**config.mk**
```make
export PLATFORM = sky130hd
export DESIGN_NAME = cache_miss_controller
export DESIGN_NICKNAME = d
export VERILOG_FILES = /design/src/rtl/cache_miss_controller.sv
export SDC_FILE = /design/constraint.sdc
export NUM_CORES = 1
export LEC_CHECK = 0
export ABC_CLOCK_PERIOD_IN_PS = 5300
export CAP_MARGIN = 25
export CORE_UTILIZATION = 30
export CTS_CLUSTER_DIAMETER = 30
export DETAILED_ROUTE_END_ITERATION = 16
export HOLD_SLACK_MARGIN = 0.02
export PLACE_DENSITY_LB_ADDON = 0.1
export SYNTH_ARGS = -nofsm -noshare
export SYNTH_HDL_FRONTEND = slang
export SYNTH_SLANG_ARGS = --single-unit
```
**constraint.sdc**
```tcl
create_clock -name clk -period 5.3 [get_ports clk]
set_input_delay 0.795 -clock clk [delete_from_list [all_inputs] [get_ports clk]]
set_output_delay 0.795 -clock clk [all_outputs]
set_load 0.03 [all_outputs]
```
**src/rtl/cache_miss_controller.sv**
```systemverilog
// Miss controller for a direct-mapped, write-through, no-write-allocate cache.
// Optional hit/miss statistics outputs are enabled with the CACHE_STATS_EN macro.
module cache_miss_controller #(
    parameter int DATA_WIDTH = 32,
    parameter int SET_WIDTH  = 3
) (
    input  logic                  clk,
    input  logic                  rst_n,
    input  logic                  req_valid_i,
    input  logic                  req_write_i,
    input  logic [DATA_WIDTH-1:0] addr_i,
    input  logic [DATA_WIDTH-1:0] wdata_i,
    input  logic                  hit_i,
    input  logic [DATA_WIDTH-1:0] cache_data_i,
    output logic                  cache_fill_o,
    output logic [DATA_WIDTH-1:0] cache_addr_o,
    output logic [DATA_WIDTH-1:0] cache_wdata_o,
    output logic                  mem_req_o,
    output logic                  mem_we_o,
    output logic [DATA_WIDTH-1:0] mem_addr_o,
    output logic [DATA_WIDTH-1:0] mem_wdata_o,
    input  logic                  mem_ack_i,
    input  logic [DATA_WIDTH-1:0] mem_rdata_i,
    output logic                  stall_o,
    output logic [DATA_WIDTH-1:0] rdata_o,
    output logic                  done_o
`ifdef CACHE_STATS_EN
    ,
    output logic [31:0]           hit_count_o,
    output logic [31:0]           miss_count_o
`endif
);

    typedef enum logic [1:0] {
        IDLE   = 2'd0,
        MEM_RD = 2'd1,
        FILL   = 2'd2,
        MEM_WR = 2'd3
    } state_t;

    state_t                  state;
    logic [DATA_WIDTH-1:0]   addr_q;
    logic [DATA_WIDTH-1:0]   wdata_q;
    logic [DATA_WIDTH-1:0]   fill_data_q;

    logic idle_req;
    logic store_hit_now;

    generate
        if (SET_WIDTH < 1 || SET_WIDTH > DATA_WIDTH) begin : g_bad_set_width
            $error("SET_WIDTH must lie between 1 and DATA_WIDTH");
        end
    endgenerate

    assign idle_req      = (state == IDLE) && req_valid_i;
    assign store_hit_now = idle_req && req_write_i && hit_i;

    // Latched request drives the memory bus directly, so it stays stable until ack.
    assign mem_addr_o  = addr_q;
    assign mem_wdata_o = wdata_q;

    // Combinational outputs are gated by rst_n so every output reads 0 during reset.
    always_comb begin
        stall_o       = 1'b0;
        cache_fill_o  = 1'b0;
        cache_addr_o  = '0;
        cache_wdata_o = '0;
        if (rst_n) begin
            stall_o = (state != IDLE) ||
                      (req_valid_i && (req_write_i || !hit_i));
            if (state == FILL) begin
                cache_fill_o  = 1'b1;
                cache_addr_o  = addr_q;
                cache_wdata_o = fill_data_q;
            end else if (store_hit_now) begin
                cache_fill_o  = 1'b1;
                cache_addr_o  = addr_i;
                cache_wdata_o = wdata_i;
            end
        end
    end

    always_ff @(posedge clk or negedge rst_n) begin
        if (!rst_n) begin
            state       <= IDLE;
            addr_q      <= '0;
            wdata_q     <= '0;
            fill_data_q <= '0;
            mem_req_o   <= 1'b0;
            mem_we_o    <= 1'b0;
            rdata_o     <= '0;
            done_o      <= 1'b0;
        end else begin
            done_o <= 1'b0;
            case (state)
                IDLE: begin
                    if (req_valid_i) begin
                        if (req_write_i) begin
                            addr_q    <= addr_i;
                            wdata_q   <= wdata_i;
                            mem_req_o <= 1'b1;
                            mem_we_o  <= 1'b1;
                            state     <= MEM_WR;
                        end else if (hit_i) begin
                            rdata_o <= cache_data_i;
                            done_o  <= 1'b1;
                        end else begin
                            addr_q    <= addr_i;
                            mem_req_o <= 1'b1;
                            mem_we_o  <= 1'b0;
                            state     <= MEM_RD;
                        end
                    end
                end
                MEM_RD: begin
                    if (mem_ack_i) begin
                        fill_data_q <= mem_rdata_i;
                        mem_req_o   <= 1'b0;
                        state       <= FILL;
                    end
                end
                FILL: begin
                    rdata_o <= fill_data_q;
                    done_o  <= 1'b1;
                    state   <= IDLE;
                end
                MEM_WR: begin
                    if (mem_ack_i) begin
                        mem_req_o <= 1'b0;
                        mem_we_o  <= 1'b0;
                        done_o    <= 1'b1;
                        state     <= IDLE;
                    end
                end
                default: state <= IDLE;
            endcase
        end
    end

`ifdef CACHE_STATS_EN
    // Counted at request acceptance; counters wrap naturally at 2^32.
    always_ff @(posedge clk or negedge rst_n) begin
        if (!rst_n) begin
            hit_count_o  <= '0;
            miss_count_o <= '0;
        end else if (idle_req && !req_write_i) begin
            if (hit_i) begin
                hit_count_o <= hit_count_o + 32'd1;
            end else begin
                miss_count_o <= miss_count_o + 32'd1;
            end
        end
    end
`endif

endmodule

```
[Word level (Yosys, flattened, before mapping)]
Index checks and enable logic that the tools add are counted.
Storage, ports and cells
  register bits: 133
  input port bits: 134
  output and inout port bits: 165
Cells by class
  equal/unequal tests: 11
  mux-type cells: 36
  reduce and logical (&&, ||, !) cells: 20
Operator list (number)
  32-bit 2-to-1 mux: 11
  32-bit case mux with 2 select lines: 1
  4-bit AND reduction: 4
  1-bit 2-to-1 mux: 15
  2-bit != test (second input constant): 6
  2-bit 2-to-1 mux: 5
  2-bit case mux with 4 select lines: 1
  2-bit nonzero test: 4
  3-bit AND reduction: 2
  2-bit equality test (second input constant): 2
  1-bit logical AND: 4
  1-bit case mux with 2 select lines: 2
  3-bit != test (second input constant): 1
  1-bit case mux with 3 select lines: 1
  2-bit by 1-bit equality test with 1-bit output (second input constant): 1
  2-bit logical NOT: 1
  1-bit logical OR: 2
  2-bit by 1-bit != test with 1-bit output (second input constant): 1
  2-bit AND reduction: 1
  2-bit OR reduction: 1
  1-bit logical NOT: 1

[Logic depth before layout (Yosys ltp)]
Gate-level depths: netlist of run 1.
  depth in word-level cells: 7
  gate-level depth with buffers: 7
  mapped depth without buffers: 3

[Worst setup path before layout of run 1]
OpenSTA, ideal clock, no wires.
  kind: in2out
  start point: in req_valid_i
  end point: out cache_addr_o[0]
  arrival time: 1.913 ns
  required time: 4.505 ns
  setup slack: 2.592 ns
  stages: 6
  path buffers: 3
  cells stage by stage: nor4bb_1 buf_2 and3_1 buf_6 buf_6 a22o_1
Between the ends
  cells in the longest elaborated chain, start to end: 6
RTL lines
  from (decl): line 9  | input logic req_valid_i,
  1-bit logical AND: line 55  | assign idle_req = (state == IDLE) && req_valid_i;
  1-bit logical AND (2 in series): line 56  | assign store_hit_now = idle_req && req_write_i && hit_i;
  32-bit 2-to-1 mux: line 75  | end else if (store_hit_now) begin
  32-bit 2-to-1 mux: line 71  | if (state == FILL) begin
  32-bit 2-to-1 mux: line 68  | if (rst_n) begin
  to (decl): line 16  | output logic [DATA_WIDTH-1:0] cache_addr_o,
No other way between the ends.

[Final worst setup path of run 1]
  start point: in req_valid_i
  end point: out cache_wdata_o[6]
Between the ends
  cells in the longest elaborated chain, start to end: 6
RTL lines
  1-bit logical AND: line 55
  1-bit logical AND (2 in series): line 56
  32-bit 2-to-1 mux: line 75
  32-bit 2-to-1 mux: line 71
  32-bit 2-to-1 mux: line 68
  to (decl): line 17  | output logic [DATA_WIDTH-1:0] cache_wdata_o,
No other way between the ends.

==> results of run 1 <==
==> cell families after synthesis <==
kind of cell    after synthesis  synth area share [%]
mux                          96                  18.4
simple gates                 60                  6.12
flops                       133                  56.5
compound gates              103                  15.6
buf+inv                      37                  3.40
==> path summary, 6_finish.rpt <==
check                                 start               end  slack (ns)  cells after the start
worst min register to register    mem_req_o         mem_req_o        0.49                      2
min in group clk                  mem_req_o         mem_req_o        0.49                      2
worst min-delay path                  rst_n    mem_addr_o[30]        0.21                      1
worst max-delay path            req_valid_i  cache_wdata_o[6]        1.14                      6
worst max register to register     state[1]       rdata_o[14]        3.10                      4
max in group asynchronous             rst_n        rdata_o[9]        3.98                      2
==> per-stage QoR <==
stage	setup slack [ns]	instance area (um^2)	hold slack (ns)	power [mW]	util, %
6_report	1.14	9740	0.214	6.24	51.4
3_3_place_gp	1.16	9090	0.468	5.00	48.0
4_1_cts	1.12	9730	0.206	6.31	51.3
3_5_place_dp	1.13	9110	0.471	5.05	48.1
5_1_grt	1.00	9740	0.204	6.54	51.4
2_1_floorplan	2.59	5890	0.471	3.67	-
==> cell usage in the layout, fill, tap and decap left out, drive strengths merged <==
cell / Yosys / layout
a21boi: 1 / 1
a221o: 32 / 32
a22o: 56 / 56
a31o: 1 / 1
a31oi: 1 / 1
and2: 33 / 33
and3: 9 / 9
buf: 20 / 11
bufinv: 0 / 3
clkbuf: 17 / 18
clkdlybuf4s50: 0 / 297
clkinv: 0 / 5
clkinvlp: 0 / 3
dfrtp: 133 / 133
diode: 0 / 1
inv: 0 / 3
mux2: 96 / 96
nand2: 7 / 7
nand2b: 2 / 2
nand3: 2 / 2
nand3b: 1 / 1
nor2: 1 / 1
nor2b: 1 / 1
nor3: 1 / 1
nor3b: 1 / 1
nor4bb: 1 / 1
o21a: 9 / 9
o21ai: 2 / 2
o21ba: 1 / 1
or2: 1 / 1
==> sequential cells by signal, indices dropped and copies added (netlist names) <==
register and cells:
done_o 1, fill_data_q 32, mem_addr_o 32, mem_req_o 1, mem_wdata_o 32, mem_we_o 1, rdata_o 32, state 2
==> layout make-up <==
type	instances	area, um^2	share of cell area (%)
sequential	133	3330	34.2
timing repair buffer	308	3090	31.7
multi-input combinational	259	2380	24.5
clock buffer	18	439	4.51
tap	260	325	3.34
clock inverter	14	175	1.80
antenna	1	2.50	0.0257
==> metal layers <==
layer / vias up / global-route usage [%] / routed length [um]
met1: 2422 / 21.9 / 7580
met5: - / 0 / 0
met2: 175 / 33.4 / 9860
met4: 0 / 5.72 / 319
met3: 23 / 6.80 / 1370
li1: 2206 / - / -
==> cell usage after synthesis, drive strengths merged (2+ instances only) <==
cell type  count
buf           20
nand2b         2
a22o          56
and3           9
clkbuf        17
nand2          7
o21a           9
a221o         32
dfrtp        133
mux2          96
o21ai          2
and2          33
nand3          2
==> worst register-to-register path, cell delays in order, from the launching register on <==
cell and delay (ns):
dfrtp_1 0.49, nor2b_2 0.21, buf_4 0.26, o21ba_2 0.88, a221o_1 0.29
==> power breakdown <==
group          internal (mW)  switching [mW]
clock network          0.757           0.470
logic                   1.49            1.66
registers               1.53           0.342
==> impl_metrics.json, run 1 <==
{
  "vias_per_cell": 4.86,
  "vias": 4826,
  "worstPathArrival_ns": 3.37,
  "dp_hpwl_mm": 13.4,
  "finalCriticalPeriod_ns": 4.16,
  "gp_congestion": 0.730,
  "grt_pass1_wl_mm": 29.1,
  "synthDistinctLibCells": 27,
  "dpl.cell_count": 959,
  "rows": 50,
  "synth_seq_cells": 133,
  "status": "finished clean",
  "core_area_um2": 19000,
  "nets": 853,
  "finClkSkew_ns": 0.00906,
  "synth_top_area_cell": "dfrtp_1",
  "synth_area_per_cell_um2": 13.7,
  "synth_top_area_share_pct": 56.5,
  "synthTopCellsByArea": "dfrtp_1, mux2_2, a22o_1, a221o_1, and2_1",
  "syn_nets": 563,
  "io_pins": 299,
  "synthArstFlopShare_pct": 100,
  "cts_buffers": 17,
  "synth_enable_flop_cells": 0,
  "vdd_ir_drop_max_mv": 0.376,
  "cpMostUsedCell": "clkdlybuf4s50_1",
  "grt_pass1_vias": 5079,
  "drv_slew": 0,
  "cts_hold_buf": 0,
  "areaGrowthSynthToFinish_pct": 65.4,
  "slew_headroom_pct": 39.2,
  "cp.required_ns": 4.51,
  "max_slew.worst_pin.slew_ns": 0.912,
  "cellPowerDensity_nw_per_um2": 641,
  "clkSlewWorstSetupHoldPaths_ns": 0.06,
  "path_class": "input pin to primary output",
  "final_cells": 993,
  "rsz0062_at_grt": "false",
  "tritoncts": "yes",
  "crit_slowest_cell": "clkdlybuf4s50_1",
  "wl_mm": 19.1,
  "clockBufferDepth": 2,
  "hold_viol": 0,
  "seq_area_frac_synth_pct": 56.5,
  "yosys_warnings": 0,
  "fin_crit_sh_pct": 78.5,
  "drt_iter0_drc": 208,
  "die_w_um": 142,
  "setup_viol": 0,
  "netlist_area_um2": 5890,
  "ctsResizeCount": 0,
  "critPathMaxFanout": 39,
  "clock_latency_ns": 0.42,
  "grt_max_degree": 65,
  "die_y_um": 142,
  "finalSetupTns_ns": 0,
  "gr-total-overflow": 0,
  "dieArea_um2": 20200,
  "synth_cells": 429,
  "critical-path-top-delay-family": "buffers and inverters",
  "grt_antenna_before_repair": 1,
  "crit_buf_inv": 3,
  "clkSinkCount": 133,
  "drc": 0,
  "final_antenna_net_count": 0,
  "drive_gt1_share_pct": 19.9,
  "crit_path_max_incr_delay_ns": 0.67,
  "end_kind": "primary output",
  "max-cap-violations": 0,
  "initial_core_util_pct": 31.1,
  "cts_setup_buffers": 0,
  "port_buffers": 298,
  "wl_per_cell_um": 19.3,
  "ctsHtreeMaxLevel": 4,
  "track_usage_pct": 19.1,
  "startpoint_type": "input pin",
  "dr.pass1.iters": 4,
  "fmax_mhz": 240,
  "synth_ff_type": "dfrtp_1",
  "hold_path_class": "input pin to asynchronous set/reset pin",
  "p_leak_nw": 4.00,
  "cp_cell_sequence": "clkdlybuf4s50_1, nor4bb_4, and3_2, buf_12, a22o_1, clkdlybuf4s50_1",
  "clockRootBuffer": "clkbuf_16",
  "n_fill_cell": 1690
}
No activity file was read; power rests on OpenSTA's default activity.
==> run 2, diff against run 1 <==
Settings changed: ABC_CLOCK_PERIOD_IN_PS 5300 to 3800.
Clock period 5.3 ns to 3.8 ns, I/O delays scaled along.
==> impl_metrics.json, run 2 (same netlist as run 1, synthesis figures left out) <==
{
  "startpoint_type": "input pin",
  "finalSetupTns_ns": 0,
  "dieArea_um2": 20200,
  "clkSinkCount": 133,
  "p_switching_mw": 3.42,
  "areaGrowthSynthToFinish_pct": 63.4,
  "port_buffers": 298,
  "end_kind": "primary output",
  "max-cap-violations": 0,
  "drc": 0,
  "r2r_start": "state[1]",
  "rsz0062_at_grt": "false",
  "tritoncts": "yes",
  "fin_crit_sh_pct": 93.7,
  "drive_gt1_share_pct": 25.4,
  "path_class": "input pin to primary output",
  "cellPowerDensity_nw_per_um2": 894,
  "final_common_cell": "clkdlybuf4s50_1",
  "clockRootBuffer": "clkbuf_16",
  "grt_pass1_vias": 5085,
  "critPathMaxFanout": 19,
  "drt_iter0_drc": 149,
  "track_usage_pct": 19.3,
  "io_pins": 299,
  "post_dp_cell_area_um2": 9040,
  "seq_power_share_pct": 30.3,
  "critical-path-top-delay-family": "buffers and inverters",
  "wl_mm": 19.3,
  "hold_viol": 0,
  "num_antenna_cells": 0,
  "die_y_um": 142,
  "nets": 857,
  "grt_max_degree": 57,
  "dp_hpwl_mm": 13.4,
  "p_leak_nw": 4.08,
  "core_area_um2": 19000,
  "clock_latency_ns": 0.42,
  "cp.required_ns": 3.23,
  "r2r_end": "rdata_o[29]",
  "finClkSkew_ns": 0.0127,
  "layout_common_cells": "clkdlybuf4s50_1, dfrtp_1, mux2_2, a22o_1, buf_4",
  "gr-total-overflow": 0,
  "die_w_um": 142,
  "max_slew.worst_pin.slew_ns": 0.938,
  "final_antenna_net_count": 0,
  "crit_path_max_incr_delay_ns": 0.67,
  "crit_start": "req_valid_i",
  "finalCriticalPeriod_ns": 3.56,
  "slew_headroom_pct": 37.4,
  "fin_area_um2": 9630,
  "rrSetupSlack_ns": 1.64,
  "ctsHtreeMaxLevel": 4,
  "status": "finished clean",
  "crit_path_end": "cache_wdata_o[21]",
  "crit_slowest_cell": "clkdlybuf4s50_1",
  "r2r_cells": 4,
  "vias": 4824,
  "drv_slew": 0,
  "grt_antenna_before_repair": 0,
  "p_clk_share_pct": 19.0,
  "rows": 50,
  "hold_path_class": "flop to flop",
  "p_int_mw": 5.19,
  "clockBufferDepth": 2,
  "cpMostUsedCell": "clkdlybuf4s50_1",
  "initial_core_util_pct": 31.1,
  "cts_buffers": 17,
  "vias_per_cell": 4.85,
  "fmax_mhz": 281,
  "clkSlewWorstSetupHoldPaths_ns": 0.06,
  "wl_per_cell_um": 19.4,
  "gp_congestion": 0.736,
  "grt_pass1_wl_mm": 29.5,
  "p_comb_share_pct": 50.7,
  "cts_setup_buffers": 0,
  "crit_buf_inv": 2,
  "dr.pass1.iters": 4,
  "cp_cell_sequence": "clkdlybuf4s50_1, nor4bb_4, and3_2, a22o_1, clkdlybuf4s50_1",
  "worstPathArrival_ns": 2.99,
  "setup_viol": 0,
  "vdd_ir_drop_max_mv": 0.625,
  "path_depth": 5,
  "switching_share_pct": 39.7
}
-- run 2: cell types whose count changed in the layout (fill, tap and decap cells not counted), sizes merged --
cell,delta
inv,-3
clkbuf,+5
diode,-1
clkdlybuf4s50,-42
clkinv,-3
clkinvlp,+1
bufinv,-1
buf,+45
dlygate4sd3,+1
-- run 2: worst min-delay path: stages (launching register included) --
cell and delay, ns:
dfrtp_1 0.35, nand2_1 0.05, nand2_1 0.06
-- run 2: how the worst min path moves through the flow --
| stage | from | to | cells past startpoint |
|---|---|---|---|
| 2_1_floorplan | rst_n | done_o | 0 |
| 3_3_place_gp | rst_n | mem_addr_o[30] | 1 |
| 3_5_place_dp | rst_n | mem_addr_o[30] | 1 |
| 4_1_cts | mem_req_o | mem_req_o | 2 |
| 5_1_grt | fill_data_q[1] | fill_data_q[1] | 1 |
| 6_report | mem_req_o | mem_req_o | 2 |
-- run 2: final cells by class --
type | count | area [um^2]
clock buffers | 23 | 478
fillers | 1718 | 9330
multi-input cells | 259 | 2380
flip-flops and latches | 133 | 3330
clock inverters | 8 | 100
repair buffers | 312 | 3010
well taps | 260 | 325
-- run 2: through the flow --
stage          setup WS [ns]  utilization [%]  cells  power (mW)  hold slack, ns
2_1_floorplan           1.54                -    429        5.12           0.274
3_3_place_gp           0.237             47.7    963        6.96           0.438
3_5_place_dp           0.197             47.7    963        7.03           0.436
4_1_cts                0.190             50.8    995        8.70           0.496
5_1_grt                0.108             50.8    995        9.04           0.505
6_report               0.239             50.8    995        8.61           0.493
-- run 2: what timing repair did --
action | CTS | global route
hold endpoints to repair | 16 | 0
hold buffers | 1 | 0
resized for setup | 0 | 0
-- run 2: power by group through the flow --
stage	registers, mW	logic, mW	clock network (mW)
after floorplan	3.55	1.58	0
after global placement	2.59	4.37	0
after detailed placement	2.62	4.41	0
after CTS	2.61	4.42	1.66
after global routing	2.71	4.59	1.73
final	2.61	4.37	1.64
-- run 2: metal layers --
layer	global-route usage, %	vias to the layer above	part of all wire, %
li1	-	2221	-
met1	22.1	2418	40
met2	34.0	170	51
met3	6.29	15	7.2
met4	5.94	0	1.4
met5	0	-	0
==> run 3, diff against run 2 <==
Settings changed: ABC_AREA set to 0, TNS_END_PERCENT set to 5.
==> results of run 3 <==
No change in the layout: final DEF, timing and power equal those of run 2.
